File: src/rtl/mips_pkg.sv
// Purpose: shared widths, fetch FSM state encoding and PC helpers for the fetch stage.
// Latency: n/a (types, constants and one pure function only).
// Backpressure: n/a.
package mips_pkg;

    localparam int XLEN    = 32;
    localparam int INSTR_W = 32;

    // Sequential fetch advances by one 32-bit instruction word.
    localparam logic [XLEN-1:0] PC_INC = 32'd4;

    // ISSUE: may launch a read; WAIT: one read in flight;
    // DRAIN: read in flight whose response must be thrown away.
    typedef enum logic [1:0] {
        ISSUE = 2'd0,
        WAIT  = 2'd1,
        DRAIN = 2'd2
    } fetch_state_t;

    // Instruction addresses are word aligned; low two bits are never meaningful.
    function automatic logic [XLEN-1:0] word_align(input logic [XLEN-1:0] addr);
        return {addr[XLEN-1:2], 2'b00};
    endfunction

endpackage

File: src/rtl/pc_reg.sv
// Purpose: fetch program counter; reset to RESET_PC, +4 on slot load, redirect load.
// Latency: new PC visible the cycle after inc_i/load_i.
// Backpressure: none; holds value when neither inc_i nor load_i is asserted.
module pc_reg
    import mips_pkg::*;
#(
    parameter logic [XLEN-1:0] RESET_PC = 32'h0000_0000
) (
    input  logic            clk,
    input  logic            rst,
    input  logic            inc_i,
    input  logic            load_i,
    input  logic [XLEN-1:0] load_pc_i,
    output logic [XLEN-1:0] pc_o
);

    logic [XLEN-1:0] pc_q;
    logic [XLEN-1:0] pc_d;

    // Redirect has priority over the sequential increment; the add wraps at 2^32.
    always_comb begin
        pc_d = pc_q;
        if (load_i) begin
            pc_d = word_align(load_pc_i);
        end else if (inc_i) begin
            pc_d = pc_q + PC_INC;
        end
    end

    // PC register with synchronous reset.
    always_ff @(posedge clk) begin
        if (rst) begin
            pc_q <= word_align(RESET_PC);
        end else begin
            pc_q <= pc_d;
        end
    end

    assign pc_o = pc_q;

endmodule

File: src/rtl/instr_fetch.sv
// Purpose: instruction fetch stage, one outstanding imem read, single output slot; optional perf counters under FETCH_PERF_CNT_EN.
// Latency: imem_req in cycle N, imem_valid in N+k (k>=1), if_valid from N+k+1.
// Backpressure: stall_i holds the output slot and blocks new requests while the slot is occupied.
module instr_fetch
    import mips_pkg::*;
#(
    parameter logic [XLEN-1:0] RESET_PC = 32'h0000_0000
) (
    input  logic               clk,
    input  logic               rst,
    output logic               imem_req,
    output logic [XLEN-1:0]    imem_addr,
    input  logic               imem_valid,
    input  logic [INSTR_W-1:0] imem_rdata,
    input  logic               stall_i,
    input  logic               redirect_i,
    input  logic [XLEN-1:0]    redirect_pc,
    output logic               if_valid,
    output logic [INSTR_W-1:0] if_instr,
    output logic [XLEN-1:0]    if_pc,
    output logic [XLEN-1:0]    if_pc_plus4
`ifdef FETCH_PERF_CNT_EN
    ,
    output logic [31:0]        perf_fetched,
    output logic [31:0]        perf_squashed
`endif
);

    fetch_state_t        state_q;
    logic                if_valid_q;
    logic [INSTR_W-1:0]  if_instr_q;
    logic [XLEN-1:0]     if_pc_q;
    logic [XLEN-1:0]     pc;

    logic slot_free;
    logic issue;
    logic load;
    logic squash;

    // The slot can take a new word if it is empty or is being consumed right now.
    assign slot_free = !if_valid_q || !stall_i;

    // A request only goes out from ISSUE; redirect and reset both suppress it.
    assign issue  = !rst && (state_q == ISSUE) && slot_free && !redirect_i;

    // Response is kept only in WAIT with no redirect arriving in the same cycle.
    assign load   = (state_q == WAIT) && imem_valid && !redirect_i;

    // Responses that arrive after (or together with) a redirect are dropped.
    assign squash = ((state_q == WAIT) && imem_valid && redirect_i) ||
                    ((state_q == DRAIN) && imem_valid);

    pc_reg #(
        .RESET_PC (RESET_PC)
    ) u_pc_reg (
        .clk       (clk),
        .rst       (rst),
        .inc_i     (load),
        .load_i    (redirect_i),
        .load_pc_i (redirect_pc),
        .pc_o      (pc)
    );

    // Fetch FSM and output slot; redirect flushes the slot even under stall.
    always_ff @(posedge clk) begin
        if (rst) begin
            state_q    <= ISSUE;
            if_valid_q <= 1'b0;
            if_instr_q <= '0;
            if_pc_q    <= '0;
        end else begin
            unique case (state_q)
                ISSUE: begin
                    if (issue) begin
                        state_q <= WAIT;
                    end
                end
                WAIT: begin
                    if (imem_valid) begin
                        state_q <= ISSUE;
                    end else if (redirect_i) begin
                        state_q <= DRAIN;
                    end
                end
                DRAIN: begin
                    if (imem_valid) begin
                        state_q <= ISSUE;
                    end
                end
                default: begin
                    state_q <= ISSUE;
                end
            endcase

            if (redirect_i) begin
                if_valid_q <= 1'b0;
            end else if (load) begin
                if_valid_q <= 1'b1;
                if_instr_q <= imem_rdata;
                if_pc_q    <= pc;
            end else if (if_valid_q && !stall_i) begin
                if_valid_q <= 1'b0;
            end
        end
    end

    assign imem_req    = issue;
    assign imem_addr   = pc;
    assign if_valid    = if_valid_q;
    assign if_instr    = if_instr_q;
    assign if_pc       = if_pc_q;
    assign if_pc_plus4 = if_pc_q + PC_INC;

`ifdef FETCH_PERF_CNT_EN
    logic [31:0] perf_fetched_q;
    logic [31:0] perf_squashed_q;

    // Free-running event counters: slot loads and discarded responses.
    always_ff @(posedge clk) begin
        if (rst) begin
            perf_fetched_q  <= '0;
            perf_squashed_q <= '0;
        end else begin
            if (load) begin
                perf_fetched_q <= perf_fetched_q + 32'd1;
            end
            if (squash) begin
                perf_squashed_q <= perf_squashed_q + 32'd1;
            end
        end
    end

    assign perf_fetched  = perf_fetched_q;
    assign perf_squashed = perf_squashed_q;
`endif

endmodule

File: config.mk
export PLATFORM = sky130hd
export DESIGN_NAME = instr_fetch
export DESIGN_NICKNAME = d
export VERILOG_FILES = /design/src/rtl/mips_pkg.sv /design/src/rtl/pc_reg.sv /design/src/rtl/instr_fetch.sv
export SDC_FILE = /design/constraint.sdc
export NUM_CORES = 1
export LEC_CHECK = 0
export BUFFER_PORTS_ARGS = -buffer_cell sky130_fd_sc_hd__buf_2
export CAP_MARGIN = 20
export CORE_ASPECT_RATIO = 1.1
export CORE_MARGIN = 2
export CORE_UTILIZATION = 35
export CTS_BUF_LIST = sky130_fd_sc_hd__clkbuf_16
export CTS_CLUSTER_SIZE = 24
export DETAILED_ROUTE_END_ITERATION = 16
export GPL_TIMING_DRIVEN = 0
export SYNTH_ARGS = -nofsm -noshare
export SYNTH_HDL_FRONTEND = slang
export SYNTH_SLANG_ARGS = --single-unit
File: constraint.sdc
create_clock -name clk -period 2 [get_ports clk]
set_input_delay 0 -clock clk [delete_from_list [all_inputs] [get_ports clk]]
set_output_delay 0 -clock clk [all_outputs]
set_load 0.02 [all_outputs]
==> flow_summary.html <==
<table>
<tr><th>Metric</th><th>Value</th></tr>
<tr><th colspan="2">Run status</th></tr>
<tr><td>Run status</td><td>finished, final reports clean</td></tr>
<tr><th colspan="2">Logic synthesis</th></tr>
<tr><td>Number of flops mapped to enable cells by yosys</td><td>0</td></tr>
<tr><td>Number of warnings reported in the yosys synthesis log</td><td>0</td></tr>
<tr><td>Largest family of logic cells by synthesized area</td><td>simple AND/OR/NAND/NOR gates</td></tr>
<tr><td>Post-synthesis share of cell area spent on full adders, half adders and majority gates</td><td>less than 1%</td></tr>
<tr><td>Fraction of registers with async set/reset</td><td>0%</td></tr>
<tr><td>Proportion of synthesized area in mux cells</td><td>less than 1%</td></tr>
<tr><td>Compound-cell area share of the yosys netlist</td><td>approximately 15%</td></tr>
<tr><td>Leading register cell type out of synthesis</td><td>dfxtp_1</td></tr>
<tr><td>Number of storage elements in the synthesis netlist</td><td>95</td></tr>
<tr><td>Library cell occupying the most area in the post-synthesis netlist</td><td>dfxtp_1</td></tr>
<tr><td>Post-synthesis share of cell area spent on and, or, nand and nor gates</td><td>around a third</td></tr>
<tr><td>Number of instances in the synthesized netlist</td><td>608</td></tr>
<tr><td>Post-synth top area share</td><td>40.3%</td></tr>
<tr><td>Average size of a mapped cell</td><td>7.77 µm²</td></tr>
<tr><td>Share of the synthesized netlist area taken by xor and xnor gates</td><td>~7.2%</td></tr>
<tr><td>Number of distinct library cell variants in the gate-level netlist after synthesis</td><td>52</td></tr>
<tr><td>Post-synthesis cell area</td><td>between 0.004 and 0.005 mm²</td></tr>
<tr><td>Sequential area share after synthesis</td><td>around two fifths</td></tr>
<tr><td>Leading cell types by total area after synthesis</td><td>dfxtp_1 40%, nand2_1 12%, a21oi_1 6.6%</td></tr>
<tr><th colspan="2">Worst setup path</th></tr>
<tr><td>Buffer and inverter count on the worst path</td><td>1</td></tr>
<tr><td>Delay-heaviest family, CP</td><td>simple AND/OR/NAND/NOR gates</td></tr>
<tr><td>Arrival time reported for the critical path endpoint</td><td>~2.2 ns</td></tr>
<tr><td>Stage delay of the slowest cell on the critical path</td><td>between 0.5 and 0.6 ns</td></tr>
<tr><td>Worst setup EP type</td><td>flop</td></tr>
<tr><td>Number of cells on the worst reg-to-reg path</td><td>6</td></tr>
<tr><td>Req. time, crit path</td><td>2.26 ns</td></tr>
<tr><td>Standard cell with the maximum stage delay on the critical path</td><td>or4_4</td></tr>
<tr><td>Minimum setup slack among reg-to-reg paths</td><td>0.04 ns</td></tr>
<tr><td>Kind of critical path</td><td>flop to flop</td></tr>
<tr><td>Critical-path maximum fanout</td><td>4</td></tr>
<tr><td>Startpoint of the worst-slack reg-to-reg timing path</td><td>u_pc_reg.pc_o[2]</td></tr>
<tr><td>Worst setup SP type</td><td>flop</td></tr>
<tr><td>End of the worst register-to-register path</td><td>u_pc_reg.pc_o[16]</td></tr>
<tr><td>Ordered list of cells on the worst path</td><td>ha_4 -&gt; nand2_4 -&gt; or4_4 -&gt; buf_4 -&gt; o31a_1 -&gt; a221oi_1</td></tr>
<tr><th colspan="2">STA</th></tr>
<tr><td>Final period util</td><td>a little over nine tenths</td></tr>
<tr><td>Number of endpoints failing setup at the final stage</td><td>0</td></tr>
<tr><td>Post-route worst setup slack</td><td>0.0361 ns</td></tr>
<tr><td>Highest clock frequency the design can meet</td><td>approximately 500 MHz</td></tr>
<tr><td>Number of pins exceeding their max-slew limit in the final report</td><td>0</td></tr>
<tr><td>Worst clock skew</td><td>slightly above 0.01 ns</td></tr>
<tr><td>Worst slew margin</td><td>between 50% and 60%</td></tr>
<tr><td>Tmin final</td><td>1.96 ns</td></tr>
<tr><td>Worst Max-Slew Pin Slew</td><td>about 0.67 ns</td></tr>
<tr><td>Final hold viol count</td><td>0</td></tr>
<tr><td>Setup TNS</td><td>0 ns</td></tr>
<tr><td>Worst hold-check slack</td><td>between 0.07 and 0.08 ns</td></tr>
<tr><td>Setup repair after global routing missed its margin</td><td>yes</td></tr>
<tr><th colspan="2">Job</th></tr>
<tr><td>Max-cap violations</td><td>0</td></tr>
<tr><th colspan="2">Finish</th></tr>
<tr><td>Most common cell after layout, fill and taps aside</td><td>buf_2</td></tr>
<tr><td>Net count of the finished layout</td><td>approximately 980</td></tr>
<tr><td>Number of filler cells placed in the layout</td><td>~1300</td></tr>
<tr><td>Share of final-layout standard cells stronger than drive strength 1</td><td>34.1%</td></tr>
<tr><td>Number of antenna cells inserted</td><td>0</td></tr>
<tr><td>Most used cells in the layout excluding fill and tap cells</td><td>182 x buf_2, 145 x nand2_1, 67 x dfxtp_1, 64 x dlygate4sd3_1, 62 x a21oi_1</td></tr>
<tr><td>Number of standard cells in the final layout excluding fillers</td><td>approximately 1100</td></tr>
<tr><td>Synth-to-Final Area Change</td><td>55.4%</td></tr>
<tr><td>Layout Cell Area excl Fill</td><td>around 0.0073 mm²</td></tr>
<tr><td>Post-layout util</td><td>55.5%</td></tr>
<tr><th colspan="2">Place</th></tr>
<tr><td>Post-placement worst setup slack</td><td>-0.405 ns</td></tr>
<tr><td>Routability cong.</td><td>0.879</td></tr>
<tr><td>Instance count after placement with tap cells included</td><td>around 960</td></tr>
<tr><td>Count of input and output buffers</td><td>190</td></tr>
<tr><td>Placed wire-length estimate after detailed placement</td><td>around 12000 µm</td></tr>
<tr><td>Area of placed instances</td><td>0.00590 mm²</td></tr>
<tr><th colspan="2">Drt</th></tr>
<tr><td>Iteration-0 DRC count of the detailed router</td><td>slightly above 300</td></tr>
<tr><td>Number of detailed-routing iterations run before antenna repair</td><td>5</td></tr>
<tr><td>Wirelength per Cell</td><td>15.7 µm</td></tr>
<tr><td>DR vias</td><td>between 5000 and 6000</td></tr>
<tr><td>DRC violations left</td><td>0</td></tr>
<tr><td>Post-detailed-route via-to-cell ratio</td><td>between 5 and 6</td></tr>
<tr><td>Number of nets still failing antenna checks after routing</td><td>0</td></tr>
<tr><td>Wire length after detailed routing</td><td>between 15000 and 20000 µm</td></tr>
<tr><th colspan="2">Die</th></tr>
<tr><td>Row cnt</td><td>44</td></tr>
<tr><td>Initial Util</td><td>35.7%</td></tr>
<tr><td>Die H</td><td>about 130 µm</td></tr>
<tr><td># IOs</td><td>roughly 200</td></tr>
<tr><td>Area of the core region</td><td>about 0.013 mm²</td></tr>
<tr><td>Die Width</td><td>roughly 110 µm</td></tr>
<tr><td>Area of the die</td><td>~0.014 mm²</td></tr>
<tr><th colspan="2">Min path</th></tr>
<tr><td>Class of the tightest hold or removal check</td><td>input pin to flop</td></tr>
<tr><td>Worst min-delay path endpoint</td><td>state_q[0]</td></tr>
<tr><td>Hold path startpoint</td><td>rst</td></tr>
<tr><td>Cell count of the worst hold path</td><td>3</td></tr>
<tr><th colspan="2">GRT</th></tr>
<tr><td>Via count of the first global-routing pass</td><td>about 5300</td></tr>
<tr><td>Number of antenna violations at the first check in global routing</td><td>0</td></tr>
<tr><td>Wire length of the first global-routing pass</td><td>between 20000 and 30000 µm</td></tr>
<tr><td>Overall global routing resource usage</td><td>22.6%</td></tr>
<tr><td>Total congestion overflow</td><td>0</td></tr>
<tr><td>Largest net degree at the start of global routing</td><td>14</td></tr>
<tr><th colspan="2">Power</th></tr>
<tr><td>Standby leakage power</td><td>3.27 nW</td></tr>
<tr><td>Peak VDD IR</td><td>between 0.0003 and 0.0004 V</td></tr>
<tr><td>Power Density</td><td>roughly 570 mW/mm²</td></tr>
<tr><td>Final total power</td><td>around 4.2 mW</td></tr>
<tr><th colspan="2">CTS</th></tr>
<tr><td>Clk sink count</td><td>95</td></tr>
<tr><td>Inserted Clock Buffers</td><td>9</td></tr>
<tr><td>Skew-Pair Late Insertion Delay</td><td>between 0.3 and 0.4 ns</td></tr>
<tr><td>Clock-pin slew reported for the worst setup and hold paths after clock tree synthesis</td><td>roughly 0.060 ns</td></tr>
<tr><td>Number of buffers on the longest clock path</td><td>2</td></tr>
<tr><td>CTS HTree Levels</td><td>3</td></tr>
<tr><td>Root buf cell</td><td>clkbuf_16</td></tr>
<tr><td>Clock tree from TritonCTS</td><td>built</td></tr>
</table>
==> worst max path at each step <==
stage	startpoint	end	depth (start not counted)
2_1_floorplan	if_pc[9]	if_pc_plus4[31]	5
3_3_place_gp	u_pc_reg.pc_o[6]	u_pc_reg.pc_o[30]	5
3_5_place_dp	state_q[0]	if_instr[22]	7
4_1_cts	u_pc_reg.pc_o[19]	u_pc_reg.pc_o[25]	4
5_1_grt	if_pc[2]	if_pc_plus4[20]	6
6_report	u_pc_reg.pc_o[2]	u_pc_reg.pc_o[16]	6
==> final cells by class <==
cell class                 instances  area [µm²]  area share (%)
multi-input combinational        459        2830            38.6
timing repair buffer             282        1830            25.0
sequential                        95        1960            26.7
clock inverter                     6        22.5           0.307
inverter                          14        52.6           0.716
clock buffer                       9         225            3.07
buffer                            44         214            2.92
tap                              161         201            2.75
==> synth_stat cells (2+ instances only) <==
cell type and n:
nand4_1 13, a211oi_1 17, inv_1 12, a21oi_1 62, nand2_1 148, a221oi_1 2, ha_1 2, xnor2_1 18
clkbuf_1 31, clkinv_1 2, nand3_1 26, dfxtp_1 95, a311o_1 3, nor3b_1 2, buf_1 4, buf_2 4
xor2_1 21, o21ai_0 3, buf_4 6, o31a_1 3, and4_1 15, o31ai_1 2, and2_1 3, nor2b_1 2
a311oi_1 4, a2111oi_0 5, nor4_4 2, a31oi_1 3, nor3_1 23, nor2_1 32, or3_1 3, nor4_1 15
and3_1 6
==> layer usage <==
metal,routed length (µm),global-route usage [%]
met3,965,4.14
met4,420,9.28
met2,8400,38.9
met1,7000,27.5
met5,0,0
==> power by group <==
group,total [mW],switching (mW),internal (mW)
Combinational,0.625,0.339,0.285
Sequential,2.06,0.107,1.95
Clock,1.51,0.704,0.810
Total,4.20,1.15,3.05
==> timing repair <==
| item | in CTS | in global routing |
|---|---|---|
| buffers inserted | 8 | 19 |
| pin swaps | 5 | 23 |
| endpoints found under the hold margin | 65 | 0 |
| resized for setup | 55 | 57 |
| endpoints found under the setup margin | 85 | 83 |
| cloned | 1 | 0 |
| hold buffers | 64 | 0 |
==> worst reg2reg max path, cell delays in order (launching register included) <==
cell	delay, ns
dfxtp_4	0.38
ha_4	0.16
nand2_4	0.08
or4_4	0.59
buf_4	0.16
o31a_1	0.27
a221oi_1	0.24
==> registers in the layout (all words and copies together), names as in the netlist <==
register,count
if_instr,32
if_pc,30
u_pc_reg.pc_o,30
state_q,2
if_valid,1
==> cell families after synthesis <==
kind of cell,count (synthesis)
mux,1
simple gates,301
compound gates,110
fa+ha+maj,2
xor+xnor,39
flops,95
other cells,1
buf+inv,59
Power figures use the tool's default switching activity.
